[config.mk]
export PLATFORM = sky130hd
export DESIGN_NAME = multihit_serializer
export DESIGN_NICKNAME = d
export VERILOG_FILES = /design/src/rtl/multihit_serializer.sv
export SDC_FILE = /design/constraint.sdc
export NUM_CORES = 1
export LEC_CHECK = 0
export ABC_CLOCK_PERIOD_IN_PS = 2700
export BUFFER_PORTS_ARGS = -buffer_cell sky130_fd_sc_hd__buf_2
export CAP_MARGIN = 5
export CORE_AREA = 2 2 64 66
export DETAILED_ROUTE_END_ITERATION = 6
export DIE_AREA = 0 0 66 68
export GPL_TIMING_DRIVEN = 0
export PLACE_DENSITY = 0.64
export SYNTH_ARGS = -nofsm -noshare
export SYNTH_HDL_FRONTEND = slang
export SYNTH_SLANG_ARGS = --single-unit
[constraint.sdc]
create_clock -name clk -period 2.7 [get_ports clk]
set_clock_uncertainty 0.2 [all_clocks]
set_input_delay 0.54 -clock clk [delete_from_list [all_inputs] [get_ports clk]]
set_output_delay 0.54 -clock clk [all_outputs]
set_load 0.02 [all_outputs]
[src/rtl/multihit_serializer.sv]
// multihit_serializer
//
// Replays a match/request vector (e.g. CAM hit vector) as a stream of
// one-hot beats, lowest set index first, one beat per output handshake.
// All-zero vectors are absorbed and counted in a saturating counter.
//
// Parameters:
//   N      vector width (>= 2)
//   CNT_W  width of the zero-vector counter
//   IDX_W  derived index width, $clog2(N)
//
// Ports:
//   clk, rst            clock, synchronous active-high reset
//   in_valid/in_ready   input handshake
//   in_vec              match vector
//   in_exactly_one      detector flag: one bit set
//   in_more_than_one    detector flag: two or more bits set
//   out_valid/out_ready output beat handshake
//   out_onehot, out_idx current beat and its binary index
//   out_last            final beat of the current vector
//   out_multi           current vector had two or more bits set
//   zero_cnt            saturating count of accepted zero vectors
//   err                 sticky flag/vector mismatch
//
// Optional feature: define MHS_FLAG_CHECK_EN to build the popcount check
// that drives err; otherwise err is tied to 0.
//
// State  | meaning
// IDLE   | no beat presented, waiting for a vector
// DRAIN  | beat presented; rem_q holds bits not yet emitted

module multihit_serializer #(
    parameter int  N     = 8,
    parameter int  CNT_W = 8,
    localparam int IDX_W = $clog2(N)
) (
    input  logic             clk,
    input  logic             rst,
    input  logic             in_valid,
    output logic             in_ready,
    input  logic [N-1:0]     in_vec,
    input  logic             in_exactly_one,
    input  logic             in_more_than_one,
    output logic             out_valid,
    input  logic             out_ready,
    output logic [N-1:0]     out_onehot,
    output logic [IDX_W-1:0] out_idx,
    output logic             out_last,
    output logic             out_multi,
    output logic [CNT_W-1:0] zero_cnt,
    output logic             err
);

    typedef enum logic {
        IDLE  = 1'b0,
        DRAIN = 1'b1
    } state_e;

    state_e             state_q, state_d;
    logic [N-1:0]       rem_q, rem_d;
    logic [N-1:0]       onehot_q, onehot_d;
    logic [IDX_W-1:0]   idx_q, idx_d;
    logic               last_q, last_d;
    logic               multi_q, multi_d;
    logic [CNT_W-1:0]   zero_cnt_q, zero_cnt_d;

    logic               accept;
    logic               out_hs;
    logic [N-1:0]       in_low, rem_low;
    logic [IDX_W-1:0]   in_low_idx, rem_low_idx;

    function automatic logic [IDX_W-1:0] low_idx(input logic [N-1:0] v);
        logic [IDX_W-1:0] r;
        r = '0;
        // Scan downwards so the lowest set bit is the one left in r.
        for (int i = N - 1; i >= 0; i--) begin
            if (v[i]) r = IDX_W'(i);
        end
        return r;
    endfunction

    assign out_valid = (state_q == DRAIN);
    assign in_ready  = !rst && ((state_q == IDLE) ||
                                ((state_q == DRAIN) && out_ready && last_q));
    assign accept    = in_valid && in_ready;
    assign out_hs    = out_valid && out_ready;

    // Two's-complement trick isolates the lowest set bit.
    assign in_low      = in_vec & (~in_vec + N'(1));
    assign rem_low     = rem_q & (~rem_q + N'(1));
    assign in_low_idx  = low_idx(in_vec);
    assign rem_low_idx = low_idx(rem_q);

    always_comb begin
        state_d    = state_q;
        rem_d      = rem_q;
        onehot_d   = onehot_q;
        idx_d      = idx_q;
        last_d     = last_q;
        multi_d    = multi_q;
        zero_cnt_d = zero_cnt_q;

        if (accept && (in_vec != '0)) begin
            state_d  = DRAIN;
            onehot_d = in_low;
            idx_d    = in_low_idx;
            rem_d    = in_vec & ~in_low;
            last_d   = in_exactly_one;
            multi_d  = in_more_than_one;
        end else begin
            if (accept && (zero_cnt_q != '1)) begin
                zero_cnt_d = zero_cnt_q + CNT_W'(1);
            end
            // Draining follows rem_q, not out_last: if the upstream flags
            // claimed a single hit for a multi-hit vector, the remaining
            // bits are still emitted rather than silently dropped.
            if (out_hs) begin
                if (rem_q != '0) begin
                    onehot_d = rem_low;
                    idx_d    = rem_low_idx;
                    rem_d    = rem_q & ~rem_low;
                    last_d   = ((rem_q & ~rem_low) == '0);
                end else begin
                    state_d  = IDLE;
                    onehot_d = '0;
                end
            end
        end
    end

    always_ff @(posedge clk) begin
        if (rst) begin
            state_q    <= IDLE;
            rem_q      <= '0;
            onehot_q   <= '0;
            idx_q      <= '0;
            last_q     <= 1'b0;
            multi_q    <= 1'b0;
            zero_cnt_q <= '0;
        end else begin
            state_q    <= state_d;
            rem_q      <= rem_d;
            onehot_q   <= onehot_d;
            idx_q      <= idx_d;
            last_q     <= last_d;
            multi_q    <= multi_d;
            zero_cnt_q <= zero_cnt_d;
        end
    end

    assign out_onehot = onehot_q;
    assign out_idx    = idx_q;
    assign out_last   = last_q;
    assign out_multi  = multi_q;
    assign zero_cnt   = zero_cnt_q;

`ifdef MHS_FLAG_CHECK_EN
    logic             err_q, err_d;
    logic [IDX_W:0]   pop;
    logic             flag_bad;

    always_comb begin
        pop = '0;
        for (int i = 0; i < N; i++) begin
            pop = pop + (IDX_W + 1)'(in_vec[i]);
        end
        flag_bad = (in_exactly_one   != (pop == (IDX_W + 1)'(1))) ||
                   (in_more_than_one != (pop >= (IDX_W + 1)'(2)));
        err_d    = err_q || (accept && flag_bad);
    end

    always_ff @(posedge clk) begin
        if (rst) begin
            err_q <= 1'b0;
        end else begin
            err_q <= err_d;
        end
    end

    assign err = err_q;
`else
    assign err = 1'b0;
`endif

endmodule

**Word level (Yosys, flattened, before mapping)**

Index checks and enable logic that the tools add are counted.

- Bitwise gates (word level): 10
- Reduce and logical (&&, ||, !) cells: 16
- Divide/modulo/power cells: 0
- Equal/unequal tests: 2
- Magnitude comparators: 0
- $mul: 0
- Mux-type cells: 31
- Shift-type cells: 0
- Add/sub/neg operators: 3

Operators by type and width:

| operator | count |
|---|---|
| 3-bit 2-to-1 mux | 19 |
| 8-bit 2-to-1 mux | 6 |
| 8-bit bitwise AND | 4 |
| 8-bit NOT | 4 |
| 8-bit by 1-bit adder with 8-bit output, second input constant | 3 |
| 8-bit nonzero test | 2 |
| 8-bit zero test | 1 |
| 8-bit != test, second input constant | 1 |
| 1-bit logical AND | 6 |
| 1-bit 2-to-1 mux | 6 |
| 2-bit AND reduction | 3 |
| 2-bit nonzero test | 2 |
| 2-bit != test, second input constant | 1 |
| 1-bit NOT | 2 |
| 1-bit zero test | 1 |
| 1-bit logical OR | 1 |

- RAM bits: 0
- Input bits: 14
- Memories kept: 0
- Flip-flop bits (word level): 30
- Latch bits: 0
- ROM bits: 0

**Logic depth before layout (Yosys ltp)**

- Word-level depth: 11
- Gate-level depth with buffers: 6
- Depth with buffers taken out: 6

**Worst setup path before layout**

Ideal clock, no wire load.

- Path kind: input-to-reg
- Start point: in in_vec[4]
- End point: reg zero_cnt_q[7] (netlist: zero_cnt[7])
- Arrival time: 1.829 ns
- Setup time: 0.121 ns
- Stages: 5
- Setup slack: 0.550 ns
- Cells stage by stage: or4_4 -> nor2_2 -> and3_2 -> nand3_2 -> mux2_4

- Cells in the longest elaborated chain, start to end: 4

Ends and longest elaborated chain:

| what | line | source |
|---|---|---|
| start, declared | 41 | `input logic [N-1:0] in_vec,` |
| 8-bit nonzero test | 103 | `if (accept && (in_vec != '0)) begin` |
| 1-bit logical AND | 103 |  |
| 1-bit NOT (no source line) | n/a |  |
| 2-bit AND reduction (no source line) | n/a |  |
| end signal, assigned | 147 | `zero_cnt_q <= zero_cnt_d;` |
| end, declared | 65 | `logic [CNT_W-1:0] zero_cnt_q, zero_cnt_d;` |

Every way passes these cells.
A chain may end at the register's enable or synchronous reset.

**Worst setup path after layout**

- Start point: reg rem_q[2]
- End point: reg last_q (netlist: out_last)

- Cells in the longest elaborated chain, start to end: 9
- Elaborated cells between the ends (all ways): 12

Ends and longest elaborated chain:

| what | line | source |
|---|---|---|
| start, declared | 60 | `logic [N-1:0] rem_q, rem_d;` |
| start signal, assigned | 142 | `rem_q <= rem_d;` |
| 8-bit NOT | 90 | `assign rem_low = rem_q & (~rem_q + N'(1));` |
| 8-bit by 1-bit adder with 8-bit output | 90 |  |
| 8-bit bitwise AND | 90 |  |
| 8-bit NOT | 122 | `last_d = ((rem_q & ~rem_low) == '0);` |
| 8-bit bitwise AND | 122 |  |
| 8-bit zero test | 122 |  |
| 1-bit 2-to-1 mux | 118 | `if (rem_q != '0) begin` |
| 1-bit 2-to-1 mux | 117 | `if (out_hs) begin` |
| 1-bit 2-to-1 mux | 103 |  |
| end signal, assigned | 145 | `last_q <= last_d;` |
| end, declared | 63 | `logic last_q, last_d;` |

Parallel ways exist; a longest one is shown, timed or not. The select of a mux whose other input is x is not followed.

==> qor.txt <==
Synth cell types: 57
drt pass-1 iters: 5
pwr/cell area: 560 nW/um2
I/O Pins: 38
Starting Density: 42.0%
post_cts resized: 0
largest net degree at the start of global routing: 11
MaxCap Viol Count: 0
Root Buffer: clkbuf_8
R2R depth: 6
DRC errors left: 0
Avg Synthesized Cell Area: 8.18 um2
switching share of power: 26.8%
Tcrit/Tclk final: 83.2%
Post-Synth XOR/XNOR Area: 2.16%
unrepaired setup endpoints after global routing: false
total power draw: 1.11 mW
crit path time final: 2.25 ns
detailed placer's ending HPWL: 3070 um
Core ar.: 3860 um2
main combinational cell family by area after synthesis: simple AND/OR/NAND/NOR gates
flop2flop setup slack: 0.45 ns
FMAX: 445 MHz
Leak: 0.769 nW
clock power share: 42.7%
number of port buffers: 36
Simple-Gate Fraction of Synth Area: 30.8%
synthesis-to-finish area growth: 22.2%
Pint: 0.811 mW
ys flop type: dfxtp_1
Placed Instances: 284
vias in the first global route: 1445
EDFF count, synth: 0
Antenna Nets Post-Route: 0
run status: finished, final reports clean
Flop pwr share: 41.5%
post-synthesis register bit count: 29
worst-margin pin slew: 0.714 ns
Max-slew headroom: 52.2%
clk slew on worst S/H paths: 0.07 ns
WL final: 4250 um
cts hold-fix bufs: 0
post-layout util: 51.3%
fillers: 405
GPL Wtd Cong: 0.783
Mapped Nets: 213
worst path arrival time: 2.20 ns
wire length of the first global-routing pass: 6760 um
Non-Filler Instances: 292
combinational share of power: 15.8%
Pins Over Slew Limit: 0
worst skew pair latency: 0.29 ns
slowest stage delay, CP: 0.63 ns
WHS: 0.259 ns
DR iter-0 viols: 84
crit end category: flip-flop
Inserted Diodes: 0
initial antenna violation count: 0
Hold Vio Cnt, Final: 0
Req. time, crit path: 2.65 ns
CTS tree: done
sw power: 0.297 mW
deepest clock path buffer count: 2
hold path startpoint: out_multi$_SDFFE_PP0P_
Post-Syn Area: 1620 um2
CTS buffer count: 5
worst min path class: reg2reg
Vias: 1585
critical path class: reg2reg
clk sinks: 29
area of the die: 4490 um2
worst-path cell chain: clkbuf_1 > nor4_4 > a31oi_1 > nor2b_1 > a311oi_1 > nor3_1
Post CTS Setup Buffer Count: 0
worst r2r src: rem_q[2]$_SDFFE_PP0P_
hold path endpoint: out_multi$_SDFFE_PP0P_
Min-Delay Path Depth: 2
setup TNS: 0 ns
Slowest-stage cell, CP: a31oi_1
Die X: 66 um
final setup fails: 0
Vias/cell: 5.43
nets@finish: 256
post-synthesis compound-gate area fraction: 22.3%
mux contribution to synthesized area: 2.24%
Crit Path Max Fanout: 10
Die Y: 68 um
Worst path top cell family by delay: compound AO/OA/AOI/OAI gates
site row count: 23
Tot GR Track Use: 20.0%
crit start category: flip-flop
Peak VDD IR: 246 uV
Synth async-reset ratio: 0%
CP bufs+invs: 1
Post-Synth Adder-Cell Area: 1.39%
WL/cell: 14.6 um
H-tree levels: 2
R2R Path End: out_last$_SDFFE_PP0P_
share of the yosys chip area belonging to registers: 35.9%
Syn Inst Count: 198
GRT overflow: 0
YS warnings: 0
layout cells sized above 1: 25.6%
routing by layer:
| metal | track usage [%] | part of all wire (%) | vias to the layer above |
|---|---|---|---|
| met3 | 4.93 | 5.3 | 6 |
| li1 | - | - | 806 |
| met1 | 26.0 | 46 | 731 |
| met5 | 0 | 0 | - |
| met2 | 31.6 | 47 | 42 |
| met4 | 8.93 | 1.8 | 0 |
sequential cells by signal (all words and copies together) (netlist names):
| name | flops |
|---|---|
| zero_cnt | 8 |
| out_idx | 3 |
| rem_q | 7 |
| out_last | 1 |
| out_valid | 1 |
| out_multi | 1 |
| out_onehot | 8 |
stage by stage:
step / worst slack, ns / instance area [um2]
6_report: 0.454 / 1980
3_5_place_dp: 0.296 / 1860
3_3_place_gp: 0.301 / 1860
2_1_floorplan: 0.550 / 1620
4_1_cts: 0.467 / 1980
5_1_grt: 0.324 / 1980
how the worst max path moves through the flow:
stage / startpoint / endpoint / slack (ns) / cells after the start
2_1_floorplan: in_vec[4] / zero_cnt[7]$_SDFFE_PP0P_ / 0.55 / 5
3_3_place_gp: in_vec[4] / out_onehot[6]$_SDFFE_PP0P_ / 0.30 / 7
3_5_place_dp: in_vec[4] / rem_q[1]$_SDFFE_PP0P_ / 0.30 / 7
4_1_cts: rem_q[2]$_SDFFE_PP0P_ / out_last$_SDFFE_PP0P_ / 0.47 / 6
5_1_grt: rem_q[2]$_SDFFE_PP0P_ / out_last$_SDFFE_PP0P_ / 0.32 / 6
6_report: rem_q[2]$_SDFFE_PP0P_ / out_last$_SDFFE_PP0P_ / 0.45 / 6
worst min-delay path, stage by stage, from the launching register on:
cell and delay (ns):
dfxtp_1 0.31, nand2_1 0.05, a21oi_1 0.05
area by class of cell:
class                           count  area [um2]  share of cell area, %
Multi-Input combinational cell    151         957                   48.4
Sequential cell                    29         581                   29.3
Timing Repair Buffer               36         180                   9.11
Clock buffer                        7        86.3                   4.36
Buffer                             14        66.3                   3.35
Tap cell                           50        62.6                   3.16
Clock inverter                      1        30.0                   1.52
Inverter                            4        15.0                  0.759
power groups by stage:
stage / registers (mW) / logic [mW] / clock network, mW
after floorplan: 0.483 / 0.0993 / 0
after global placement: 0.468 / 0.173 / 0
after detailed placement: 0.469 / 0.173 / 0
final: 0.459 / 0.175 / 0.473
after CTS: 0.459 / 0.175 / 0.482
after global routing: 0.461 / 0.193 / 0.498
cells by family after synthesis:
| group | after synthesis |
|---|---|
| simple gates | 87 |
| compound gates | 54 |
| flops | 29 |
| buf+inv | 18 |
| xor+xnor | 4 |
| mux | 3 |
| fa+ha+maj | 2 |
| other cells | 1 |
cells in the mapped netlist (4+ instances only):
| master | instances | share of area, % |
|---|---|---|
| dfxtp_1 | 29 | 36 |
| nand2_1 | 20 | 4.6 |
| a21oi_1 | 19 | 5.9 |
| nor2_1 | 18 | 4.2 |
| o21ai_0 | 10 | 3.1 |
| clkbuf_1 | 9 | 2.1 |
| nand3_1 | 9 | 2.8 |
| nor3_1 | 8 | 2.5 |
| inv_1 | 4 | 0.93 |
| or3_1 | 4 | 1.5 |
cells in the final DEF, fill, tap and decap left out, drive strengths merged, types with 2 or more instances in the layout:
cell type	instances
a211oi	3
a21oi	20
a311oi	2
a31oi	3
and2	3
and3	2
and4	2
buf	41
clkbuf	16
dfxtp	29
inv	4
mux2	2
nand2	21
nand2b	2
nand3	10
nand3b	3
nand4	3
nor2	19
nor2b	3
nor3	8
nor3b	2
nor4	3
o211ai	2
o21ai	11
o31ai	3
or3	4
or4	2
xnor2	2
xor2	2
Note: power is estimated with default switching activity, not from simulation.
